### config.mk
export PLATFORM = sky130hd
export DESIGN_NAME = sss_demapper_flat
export DESIGN_NICKNAME = d
export VERILOG_FILES = /design/src/rtl/sss_demapper_if.sv /design/src/rtl/sss_demapper.sv /design/src/flat_wrapper.sv
export SDC_FILE = /design/constraint.sdc
export NUM_CORES = 1
export LEC_CHECK = 0
export CAP_MARGIN = 20
export CELL_PAD_IN_SITES_DETAIL_PLACEMENT = 0
export CELL_PAD_IN_SITES_GLOBAL_PLACEMENT = 1
export CORE_ASPECT_RATIO = 0.6
export CORE_MARGIN = 2
export CORE_UTILIZATION = 35
export DETAILED_ROUTE_END_ITERATION = 8
export PLACE_DENSITY_LB_ADDON = 0.1
export SETUP_SLACK_MARGIN = 0.2
export SYNTH_ARGS = -nofsm -noshare
export SYNTH_HDL_FRONTEND = slang
export SYNTH_SLANG_ARGS = --single-unit
### constraint.sdc
create_clock -name clk_i -period 4.27 [get_ports clk_i]
set_input_delay 1.0675 -clock clk_i [delete_from_list [all_inputs] [get_ports clk_i]]
set_output_delay 1.0675 -clock clk_i [all_outputs]
set_load 0.05 [all_outputs]
### src/rtl/sss_demapper_if.sv
// Stream bundle for the SSS demapper: FFT bins in, hard-decision bit vector out.
interface sss_demapper_if #(
    parameter int IN_DW   = 32,
    parameter int SSS_LEN = 127
);
    logic [IN_DW-1:0]   s_axis_in_tdata;
    logic               s_axis_in_tvalid;
    logic [SSS_LEN-1:0] m_axis_out_tdata;
    logic               m_axis_out_tvalid;
    logic               m_axis_out_tready;

    modport master (
        output s_axis_in_tdata,
        output s_axis_in_tvalid,
        output m_axis_out_tready,
        input  m_axis_out_tdata,
        input  m_axis_out_tvalid
    );

    modport slave (
        input  s_axis_in_tdata,
        input  s_axis_in_tvalid,
        input  m_axis_out_tready,
        output m_axis_out_tdata,
        output m_axis_out_tvalid
    );
endinterface

### src/rtl/sss_demapper.sv
// Captures SSS_LEN FFT bins starting at SSS_START_BIN, slices the sign of the real
// part into a bit vector and accumulates |re|; result held until downstream accepts.
module sss_demapper #(
    parameter int IN_DW         = 32,
    parameter int SSS_LEN       = 127,
    parameter int SSS_START_BIN = 64,
    localparam int EN_DW        = IN_DW/2 + 7
) (
    input  logic              clk_i,
    input  logic              reset_ni,
    sss_demapper_if.slave     axis,
    input  logic              SSS_valid_i,
    input  logic              SSS_start_i,
    output logic [EN_DW-1:0]  energy_o,
    output logic              sss_overflow_o
);
    localparam int HW    = IN_DW / 2;
    localparam int CNT_W = (SSS_START_BIN > 0) ? $clog2(SSS_START_BIN + 1) : 1;
    localparam int IDX_W = (SSS_LEN > 1) ? $clog2(SSS_LEN) : 1;

    localparam logic [1:0] S_IDLE    = 2'd0;
    localparam logic [1:0] S_SKIP    = 2'd1;
    localparam logic [1:0] S_CAPTURE = 2'd2;
    localparam logic [1:0] S_HOLD    = 2'd3;

    // Magnitude of a signed real part; the most negative code clamps to max positive.
    function automatic logic [HW-2:0] abs_sat(input logic signed [HW-1:0] v);
        logic signed [HW-1:0] n;
        if (!v[HW-1]) return v[HW-2:0];
        if (v == {1'b1, {(HW-1){1'b0}}}) return '1;
        n = -v;
        return n[HW-2:0];
    endfunction

    logic [1:0]         state_q, state_d;
    logic [CNT_W-1:0]   cnt_q, cnt_d;
    logic [IDX_W-1:0]   idx_q, idx_d;
    logic [SSS_LEN-1:0] bits_q, bits_d;
    logic [EN_DW-1:0]   energy_q, energy_d;
    logic               tvalid_q, tvalid_d;
    logic               ovf_q, ovf_d;

    logic                 accept, xfer, restart, capture;
    logic signed [HW-1:0] re;
    logic [IDX_W-1:0]     cap_idx;

    always_comb begin
        state_d  = state_q;
        cnt_d    = cnt_q;
        idx_d    = idx_q;
        bits_d   = bits_q;
        energy_d = energy_q;
        tvalid_d = tvalid_q;
        ovf_d    = ovf_q;
        capture  = 1'b0;

        accept  = axis.s_axis_in_tvalid & SSS_valid_i;
        xfer    = tvalid_q & axis.m_axis_out_tready;
        re      = axis.s_axis_in_tdata[HW-1:0];
        restart = SSS_start_i && ((state_q != S_HOLD) || xfer);

        if (state_q == S_HOLD && xfer) begin
            state_d  = S_IDLE;
            tvalid_d = 1'b0;
        end
        if (state_q == S_HOLD && SSS_start_i && !xfer) ovf_d = 1'b1;

        if (restart) begin
            state_d  = S_SKIP;
            cnt_d    = '0;
            idx_d    = '0;
            bits_d   = '0;
            energy_d = '0;
        end

        // A beat arriving with the start pulse is evaluated against the restarted state.
        cap_idx = idx_d;
        if (accept) begin
            if (state_d == S_SKIP) begin
                if (cnt_d == CNT_W'(SSS_START_BIN)) begin
                    capture = 1'b1;
                    cap_idx = '0;
                end else begin
                    cnt_d = cnt_d + 1'b1;
                end
            end else if (state_d == S_CAPTURE) begin
                capture = 1'b1;
            end
        end

        if (capture) begin
            bits_d[cap_idx] = re[HW-1];
            energy_d        = energy_d + EN_DW'(abs_sat(re));
            idx_d           = cap_idx + 1'b1;
            if (cap_idx == IDX_W'(SSS_LEN - 1)) begin
                state_d  = S_HOLD;
                tvalid_d = 1'b1;
            end else begin
                state_d  = S_CAPTURE;
            end
        end
    end

    always_ff @(posedge clk_i or negedge reset_ni) begin
        if (!reset_ni) begin
            state_q  <= S_IDLE;
            cnt_q    <= '0;
            idx_q    <= '0;
            bits_q   <= '0;
            energy_q <= '0;
            tvalid_q <= 1'b0;
            ovf_q    <= 1'b0;
        end else begin
            state_q  <= state_d;
            cnt_q    <= cnt_d;
            idx_q    <= idx_d;
            bits_q   <= bits_d;
            energy_q <= energy_d;
            tvalid_q <= tvalid_d;
            ovf_q    <= ovf_d;
        end
    end

    assign axis.m_axis_out_tdata  = bits_q;
    assign axis.m_axis_out_tvalid = tvalid_q;
    assign energy_o               = energy_q;
    assign sss_overflow_o         = ovf_q;
endmodule

### src/flat_wrapper.sv
// flat-port wrapper written by rule: the top's interface ports become plain ports
module sss_demapper_flat 
#(
    parameter int IN_DW         = 32,
    parameter int SSS_LEN       = 127,
    parameter int SSS_START_BIN = 64,
    localparam int EN_DW        = IN_DW/2 + 7
)
  (clk_i, reset_ni, SSS_valid_i, SSS_start_i, energy_o, sss_overflow_o, axis_s_axis_in_tdata, axis_s_axis_in_tvalid, axis_m_axis_out_tready, axis_m_axis_out_tdata, axis_m_axis_out_tvalid);
  sss_demapper_if #(.IN_DW(IN_DW), .SSS_LEN(SSS_LEN)) axis_i ();
  input  logic clk_i;
  input  logic reset_ni;
  input  logic SSS_valid_i;
  input  logic SSS_start_i;
  output logic [EN_DW-1:0] energy_o;
  output logic sss_overflow_o;
  input wire logic [$bits(axis_i.s_axis_in_tdata)-1:0] axis_s_axis_in_tdata;
  input wire logic [$bits(axis_i.s_axis_in_tvalid)-1:0] axis_s_axis_in_tvalid;
  input wire logic [$bits(axis_i.m_axis_out_tready)-1:0] axis_m_axis_out_tready;
  output wire logic [$bits(axis_i.m_axis_out_tdata)-1:0] axis_m_axis_out_tdata;
  output wire logic [$bits(axis_i.m_axis_out_tvalid)-1:0] axis_m_axis_out_tvalid;
  assign axis_i.s_axis_in_tdata = axis_s_axis_in_tdata;
  assign axis_i.s_axis_in_tvalid = axis_s_axis_in_tvalid;
  assign axis_i.m_axis_out_tready = axis_m_axis_out_tready;
  assign axis_m_axis_out_tdata = axis_i.m_axis_out_tdata;
  assign axis_m_axis_out_tvalid = axis_i.m_axis_out_tvalid;
  sss_demapper #(.IN_DW(IN_DW), .SSS_LEN(SSS_LEN), .SSS_START_BIN(SSS_START_BIN)) u_core (.clk_i(clk_i), .reset_ni(reset_ni), .axis(axis_i), .SSS_valid_i(SSS_valid_i), .SSS_start_i(SSS_start_i), .energy_o(energy_o), .sss_overflow_o(sss_overflow_o));
endmodule
==> key figures, run 1 <==
Run status
  • Status: completed

CTS
  • CTS tree: built
  • TritonCTS Buffers: 17
  • Clock sink count: between 150 and 200
  • Root Buffer: clkbuf_16
  • CTS max path bufs: 2
  • Hold-fix buffers, CTS: 0
  • Worst-path clk slew: approximately 0.070 ns
  • Skew-Pair Late Insertion Delay: 0.44 ns
  • H-tree Lvls: 4

Floorplanning
  • Die Y: between 100 and 150 um
  • CORE AREA: around 0.025 mm2
  • Full die area: about 0.027 mm2
  • Rows: 45
  • Starting Density: between 30% and 40%
  • I/O pin count: between 150 and 200
  • Die X-Extent: ~210 um

Global routing
  • Overflow after GRT: 0
  • Initial antenna violation count: 0
  • GR Util All Layers: 23.1%
  • First-pass GRT wire length: 47800 um
  • Number of global-route vias before repair: between 7000 and 8000
  • Largest net degree at the start of global routing: 90

Logic synthesis
  • Synthesized net count: ~1000
  • Yosys reg bits: about 170
  • Area fraction of the dominant cell type after synthesis: 46.5%
  • Main combinational cell family by area after synthesis: compound AO/OA/AOI/OAI gates
  • XOR/XNOR Fraction of Synth Area: ~3.1%
  • Mux contribution to synthesized area: under 10%
  • Sequential share of the synthesized area: a little under half
  • Yosys warns: 0
  • Async S/R FF share, synth: 100%
  • Synthesized cell area: between 0.009 and 0.01 mm2
  • Post-Synth Adder-Cell Area: between 2 and 3%
  • Synthesized area per cell: between 9 and 10 um2
  • Compound-cell area share of the yosys netlist: about a quarter
  • Simple-gate area share of the yosys netlist: between 10% and 20%
  • Top cells by area in the synthesized netlist: dfrtp_1 47%, o31ai_1 8.5%, o211ai_1 8.4%, nand2_1 5.6%, clkbuf_1 3.0%
  • Yosys cell types: 57
  • Main synth FF type: dfrtp_1
  • Number of synthesized flops with an enable pin: 0
  • Post-Synthesis Cells: roughly 940
  • Cell taking the most area after synthesis: dfrtp_1

Route
  • DR DRC count: 0
  • Via density per instance: around 5.4
  • Total Wirelength: 30800 um
  • Drt pass-1 iters: 8
  • WL/cell: roughly 20 um
  • Drt initial violations: around 600
  • Antenna viol nets, final: 0
  • Via Count: ~8200

Critical path
  • CP required: 4.62 ns
  • Crit path DAT: 4.60 ns
  • Crit start category: input port
  • Crit end category: register
  • Worst path cell trace: buf_6, or3_4, or4b_4, or3_4, or3_4, buf_6, nand2_4, ha_4, nor2b_4, o2111ai_4, a31oi_2, buf_4, buf_6, o31a_1, o21a_1, o31ai_1
  • FF-to-FF End: u_core.idx_q[2]
  • CP max stage delay: 0.51 ns
  • Critical path type: input port to register
  • Reg2reg setup slack: 1.03 ns
  • Slowest cell on crit path: or4b_4
  • FF-to-FF path depth: 12
  • R2R Path Start: u_core.axis.m_axis_out_tvalid
  • Max FO, Critical Path: 5

Timing
  • Relative slew slack: around 35%
  • RSZ-0062 raised after global routing: true
  • Final setup violation count: 0
  • Max frequency: about 230 MHz
  • Skew final: between 0.007 and 0.008 ns
  • Minimum clock period: approximately 4.3 ns
  • Worst-margin pin slew: roughly 0.97 ns
  • Crit share post-route: between 90% and 100%
  • Pins Over Slew Limit: 0
  • Fin Hold WS: just under 0.5 ns
  • Hold Violations, Final: 0
  • Final Worst Setup Slack: 0.0129 ns

Finish
  • Ratio of cells with drive above 1 in the final layout: around a fifth
  • Commonest non-fill, non-tap cell in the layout: dfrtp_1
  • Non-Filler Instances: between 1500 and 2000
  • Inserted Diodes: 0
  • Final nets: 1234
  • Commonest non-fill, non-tap cells in the layout: 168 x dfrtp_1, 162 x clkdlybuf4s50_1, 129 x nand2_1, 111 x buf_4, 102 x o31ai_1
  • Area growth syn-to-layout: 42.5%
  • Post-layout util: between 50 and 60%

Place
  • HPWL Detailed: about 21000 um
  • RePlAce Congestion: 0.848
  • I/O Buffers: around 170
  • Post-place setup slack: -1.06 ns
  • Post-Place Cells: around 1500

Pwr
  • Max VDD drop: around 0.27 mV
  • Pleak: between 5 and 6 nW
  • Power density cells: between 200 and 300 mW/mm2

Worst hold path
  • Hold path endpoint: u_core.sss_overflow_o
  • HP Class: register to register
  • Hold Startpoint: u_core.sss_overflow_o
  • Worst hold stages: 1

Run
  • Max cap viols: 0
worst max-delay path, delay by kind of cell:
family | cells | cell delay, ns
AO/OA/AOI/OAI | 5 | 0.99
buffers and inverters | 4 | 0.52
adder cells (fa/ha/maj) | 1 | 0.20
AND/OR/NAND/NOR | 6 | 1.82
area by class of cell:
| class | count | area, um2 |
|---|---|---|
| well taps | 329 | 412 |
| clock buffers | 17 | 425 |
| multi-input cells | 679 | 4840 |
| inverters | 15 | 58.8 |
| fillers | 2342 | 12500 |
| clock inverters | 15 | 213 |
| repair buffers | 294 | 2720 |
| flip-flops and latches | 168 | 4200 |
worst max-delay path by stage:
stage	from	end	cells past startpoint
after floorplan	axis_s_axis_in_tdata[3]	u_core.energy_o[14]	13
final	axis_s_axis_in_tdata[2]	u_core.energy_o[10]	16
after global placement	axis_s_axis_in_tdata[3]	u_core.energy_o[16]	15
after detailed placement	axis_s_axis_in_tdata[3]	u_core.energy_o[16]	15
after global routing	axis_s_axis_in_tdata[2]	u_core.energy_o[10]	16
after CTS	axis_s_axis_in_tdata[2]	u_core.energy_o[10]	16
synth_stat cells (all sizes together) (15+ instances only):
cell / n
nand3: 17
inv: 15
nand2b: 19
ha: 20
nor2: 30
o211ai: 101
and2: 23
clkbuf: 73
nor3: 19
mux2i: 27
dfrtp: 168
nand2: 136
a21oi: 16
o21ai: 32
xor2: 20
o31ai: 102
where the power goes:
group	switching (W)	leakage (nW)	internal [W]
Combinational	0.000220	2.82	0.000142
Clock	0.000719	0.308	0.000995
Sequential	0.00000433	2.34	0.00160
Total	0.000943	5.47	0.00273
per-layer routing:
layer | vias to the layer above | GRT usage [%] | share of wire [%]
li1 | 3968 | - | -
met1 | 4030 | 37.9 | 54
met2 | 203 | 29.7 | 39
met3 | 26 | 5.44 | 5.4
met4 | 0 | 5.26 | 1.3
met5 | - | 0 | 0
cells by family (layout without fill, tap and decap cells):
group	Yosys count	after routing
AO/OA/AOI/OAI	300	300
AND/OR/NAND/NOR	298	298
flip-flops	168	168
buffers and inverters	96	341
XOR/XNOR	32	32
multiplexers	28	28
adder cells (fa/ha/maj)	21	21
repair_timing:
item,CTS,global route
setup buffers,20,4
pin swaps,27,13
setup endpoints to repair,19,17
hold endpoints to repair,0,0
gates resized for setup,74,16
stage by stage:
step	TNS [ns]	total power, W	area [um2]
after CTS	-0.0681	0.00370	12800
after floorplan	-1.87	0.00179	9120
after detailed placement	-15.70	0.00196	11800
after global placement	-14.60	0.00196	11800
after global routing	-0.511	0.00383	12900
final	0	0.00367	12900
flip-flops by register name (all words and copies together) (netlist names):
signal and cells:
u_core.axis.m_axis_out_tdata 127, u_core.energy_o 23, u_core.cnt_q 7, u_core.idx_q 7
u_core.state_q 2, u_core.axis.m_axis_out_tvalid 1, u_core.sss_overflow_o 1
Power figures use the tool's default switching activity.
==> run 2, diff against run 1 <==
- CTS_CLUSTER_SIZE: default -> 12
==> results of run 2 <==
No change in the layout: final DEF, timing and power equal those of run 1.
==> run 3, diff against run 2 <==
- SKIP_CTS_REPAIR_TIMING: default -> 1
==> key figures, run 3 (same netlist as run 1, synthesis figures left out) <==
Global routing
  • Number of global-route vias before repair: 7744 (was 7889)
  • Overflow after GRT: 0 (unchanged)
  • Initial antenna violation count: 0 (unchanged)
  • First-pass GRT wire length: 47100 um (was 47800 um)
  • Largest net degree at the start of global routing: 90 (unchanged)
  • GR Util All Layers: 22.8% (was 23.1%)

Finish
  • Non-Filler Instances: 1500 (was 1517)
  • Final nets: 1217 (was 1234)
  • Post-layout util: 50.2% (was 50.8%)
  • Number of flip-flops in the largest register: 127 (unchanged)
  • Commonest non-fill, non-tap cell in the layout: dfrtp_1 (unchanged)
  • Ratio of cells with drive above 1 in the final layout: 17.2% (was 18.9%)
  • Area growth syn-to-layout: 40.7% (was 42.5%)
  • Commonest non-fill, non-tap cells in the layout: 168 x dfrtp_1, 163 x clkdlybuf4s50_1, 130 x nand2_1, 102 x o31ai_1, 101 x o211ai_1 (was 168 x dfrtp_1, 162 x clkdlybuf4s50_1, 129 x nand2_1, 111 x buf_4, 102 x o31ai_1)
  • Inserted Diodes: 0 (unchanged)

Pwr
  • Power Internal: 0.00272 W (was 0.00273 W)
  • Sw power: 0.000941 W (was 0.000943 W)
  • Pleak: 5.42 nW (was 5.47 nW)
  • Power density cells: 288 mW/mm2 (was 285 mW/mm2)
  • Proportion of power drawn by combinational gates: 9.4% (was 9.8%)
  • Flop pwr share: 43.7% (was 43.5%)
  • Switching share of total power: 25.7% (about the same)
  • Clock Power Share: 46.9% (was 46.6%)
  • Max VDD drop: 0.267 mV (was 0.266 mV)

Timing
  • Minimum clock period: 4.41 ns (was 4.26 ns)
  • Max frequency: 227 MHz (was 235 MHz)
  • Final Worst Setup Slack: -0.145 ns (was 0.0129 ns)
  • RSZ-0062 raised after global routing: true (unchanged)
  • Pins Over Slew Limit: 0 (unchanged)
  • Fin Hold WS: 0.489 ns (about the same)
  • Worst-margin pin slew: 0.970 ns (about the same)
  • Skew final: 0.00913 ns (was 0.00773 ns)
  • Crit share post-route: 103% (was 99.7%)
  • Hold Violations, Final: 0 (unchanged)
  • Final setup violation count: 11 (was 0)
  • Relative slew slack: 35.3% (about the same)

Critical path
  • Crit path DAT: 4.76 ns (was 4.60 ns)
  • CP max stage delay: 0.56 ns (was 0.51 ns)
  • Critical path startpoint: axis_s_axis_in_tdata[2] (unchanged)
  • Slowest cell on crit path: or4b_4 (unchanged)
  • FF-to-FF path depth: 12 (unchanged)
  • FF-to-FF End: u_core.idx_q[2] (unchanged)
  • Count of buffer and inverter cells on the critical path: 4 (unchanged)
  • Critical path type: input port to register (unchanged)
  • Worst path cell trace: buf_6, or3_4, or4b_4, or3_4, or3_4, buf_6, nand2_1, ha_2, a21o_1, nand2_2, a31oi_2, buf_4, buf_6, o31a_1, o21a_1, o31ai_1 (was buf_6, or3_4, or4b_4, or3_4, or3_4, buf_6, nand2_4, ha_4, nor2b_4, o2111ai_4, a31oi_2, buf_4, buf_6, o31a_1, o21a_1, o31ai_1)
  • R2R Path Start: u_core.axis.m_axis_out_tvalid (unchanged)
  • Crit start category: input port (unchanged)
  • CP required: 4.62 ns (about the same)
  • Reg2reg setup slack: 1.04 ns (was 1.03 ns)
  • Max FO, Critical Path: 6 (was 5)
  • Crit end category: register (unchanged)
  • Crit-path leading delay family: simple AND/OR/NAND/NOR gates (unchanged)

Route
  • WL/cell: 20.3 um (about the same)
  • Drt initial violations: 547 (was 585)
  • Antenna viol nets, final: 0 (unchanged)
  • Via density per instance: 5.41 (was 5.42)
  • Via Count: 8122 (was 8227)
  • DR DRC count: 0 (unchanged)
  • Drt pass-1 iters: 5 (was 8)
  • Total Wirelength: 30400 um (was 30800 um)

Run status
  • Failing checks: setup timing
  • Status: finished with violations (was completed)

CTS
  • Clock sink count: 168 (unchanged)
  • H-tree Lvls: 4 (unchanged)
  • Skew-Pair Late Insertion Delay: 0.44 ns (about the same)
  • CTS max path bufs: 2 (unchanged)
  • Worst-path clk slew: 0.07 ns (about the same)
  • CTS tree: built (unchanged)
  • TritonCTS Buffers: 17 (unchanged)
  • Root Buffer: clkbuf_16 (unchanged)

Floorplanning
  • Rows: 45 (unchanged)
  • CORE AREA: 0.0253 mm2 (unchanged)
  • Starting Density: 35.7% (unchanged)
  • Die X-Extent: 211 um (unchanged)
  • Full die area: 0.0272 mm2 (unchanged)
  • Die Y: 128 um (unchanged)
  • I/O pin count: 190 (unchanged)

Run
  • Max cap viols: 0 (unchanged)

Place
  • RePlAce Congestion: 0.848 (unchanged)
  • I/O Buffers: 173 (unchanged)
  • Post-Place Cells: 1461 (unchanged)
  • HPWL Detailed: 21300 um (unchanged)

Worst hold path
  • Hold Startpoint: u_core.sss_overflow_o (unchanged)
  • Hold path endpoint: u_core.sss_overflow_o (unchanged)
  • HP Class: register to register (unchanged)
  • Worst hold stages: 1 (unchanged)
## run 3: cell count changes in the layout (fill, tap and decap cells not counted), sizes merged
cell / previous run / this run
buf: 127 / 106
clkbuf: 17 / 19
dlymetal6s2s: 0 / 6
clkdlybuf4s50: 162 / 163
dlygate4sd2: 5 / 0
## run 3: per-layer routing
| metal | track usage, % | vias to the layer above | wire length, um |
|---|---|---|---|
| li1 | - | 3933 | - |
| met1 | 37.4 | 3981 | 16700 |
| met2 | 29.1 | 185 | 11900 |
| met3 | 5.39 | 23 | 1470 |
| met4 | 4.97 | 0 | 353 |
| met5 | 0 | - | 0 |
## run 3: per-stage QoR
stage	setup TNS, ns	area, um2	power (W)	worst slack (ns)
2_1_floorplan	-1.87	9120	0.00179	-0.221
3_3_place_gp	-14.60	11800	0.00196	-0.988
3_5_place_dp	-15.70	11800	0.00196	-1.06
4_1_cts	-7.03	12400	0.00368	-0.602
5_1_grt	-2.18	12700	0.00382	-0.247
6_report	-0.627	12700	0.00366	-0.145
## run 3: power groups by stage
stage          Combinational, W  Clock, W  Sequential [W]
5_1_grt                0.000380   0.00184         0.00160
6_report               0.000343   0.00172         0.00160
2_1_floorplan          0.000160         0         0.00163
3_3_place_gp           0.000327         0         0.00163
3_5_place_dp           0.000325         0         0.00163
4_1_cts                0.000327   0.00175         0.00160
## run 3: final cells by class
type / instances / area, um2
Timing Repair Buffer: 277 / 2620
Inverter: 15 / 58.8
Clock buffer: 17 / 425
Tap cell: 329 / 412
Multi-Input combinational cell: 679 / 4790
Clock inverter: 15 / 213
Sequential cell: 168 / 4200
Fill cell: 2361 / 12600
## run 3: worst max-delay path by stage
| stage | endpoint | cells after the start |
|---|---|---|
| after floorplan | u_core.energy_o[14] | 13 |
| after global placement | u_core.energy_o[16] | 15 |
| after detailed placement | u_core.energy_o[16] | 15 |
| after CTS | u_core.energy_o[16] | 15 |
| after global routing | u_core.energy_o[10] | 16 |
| final | u_core.energy_o[10] | 16 |
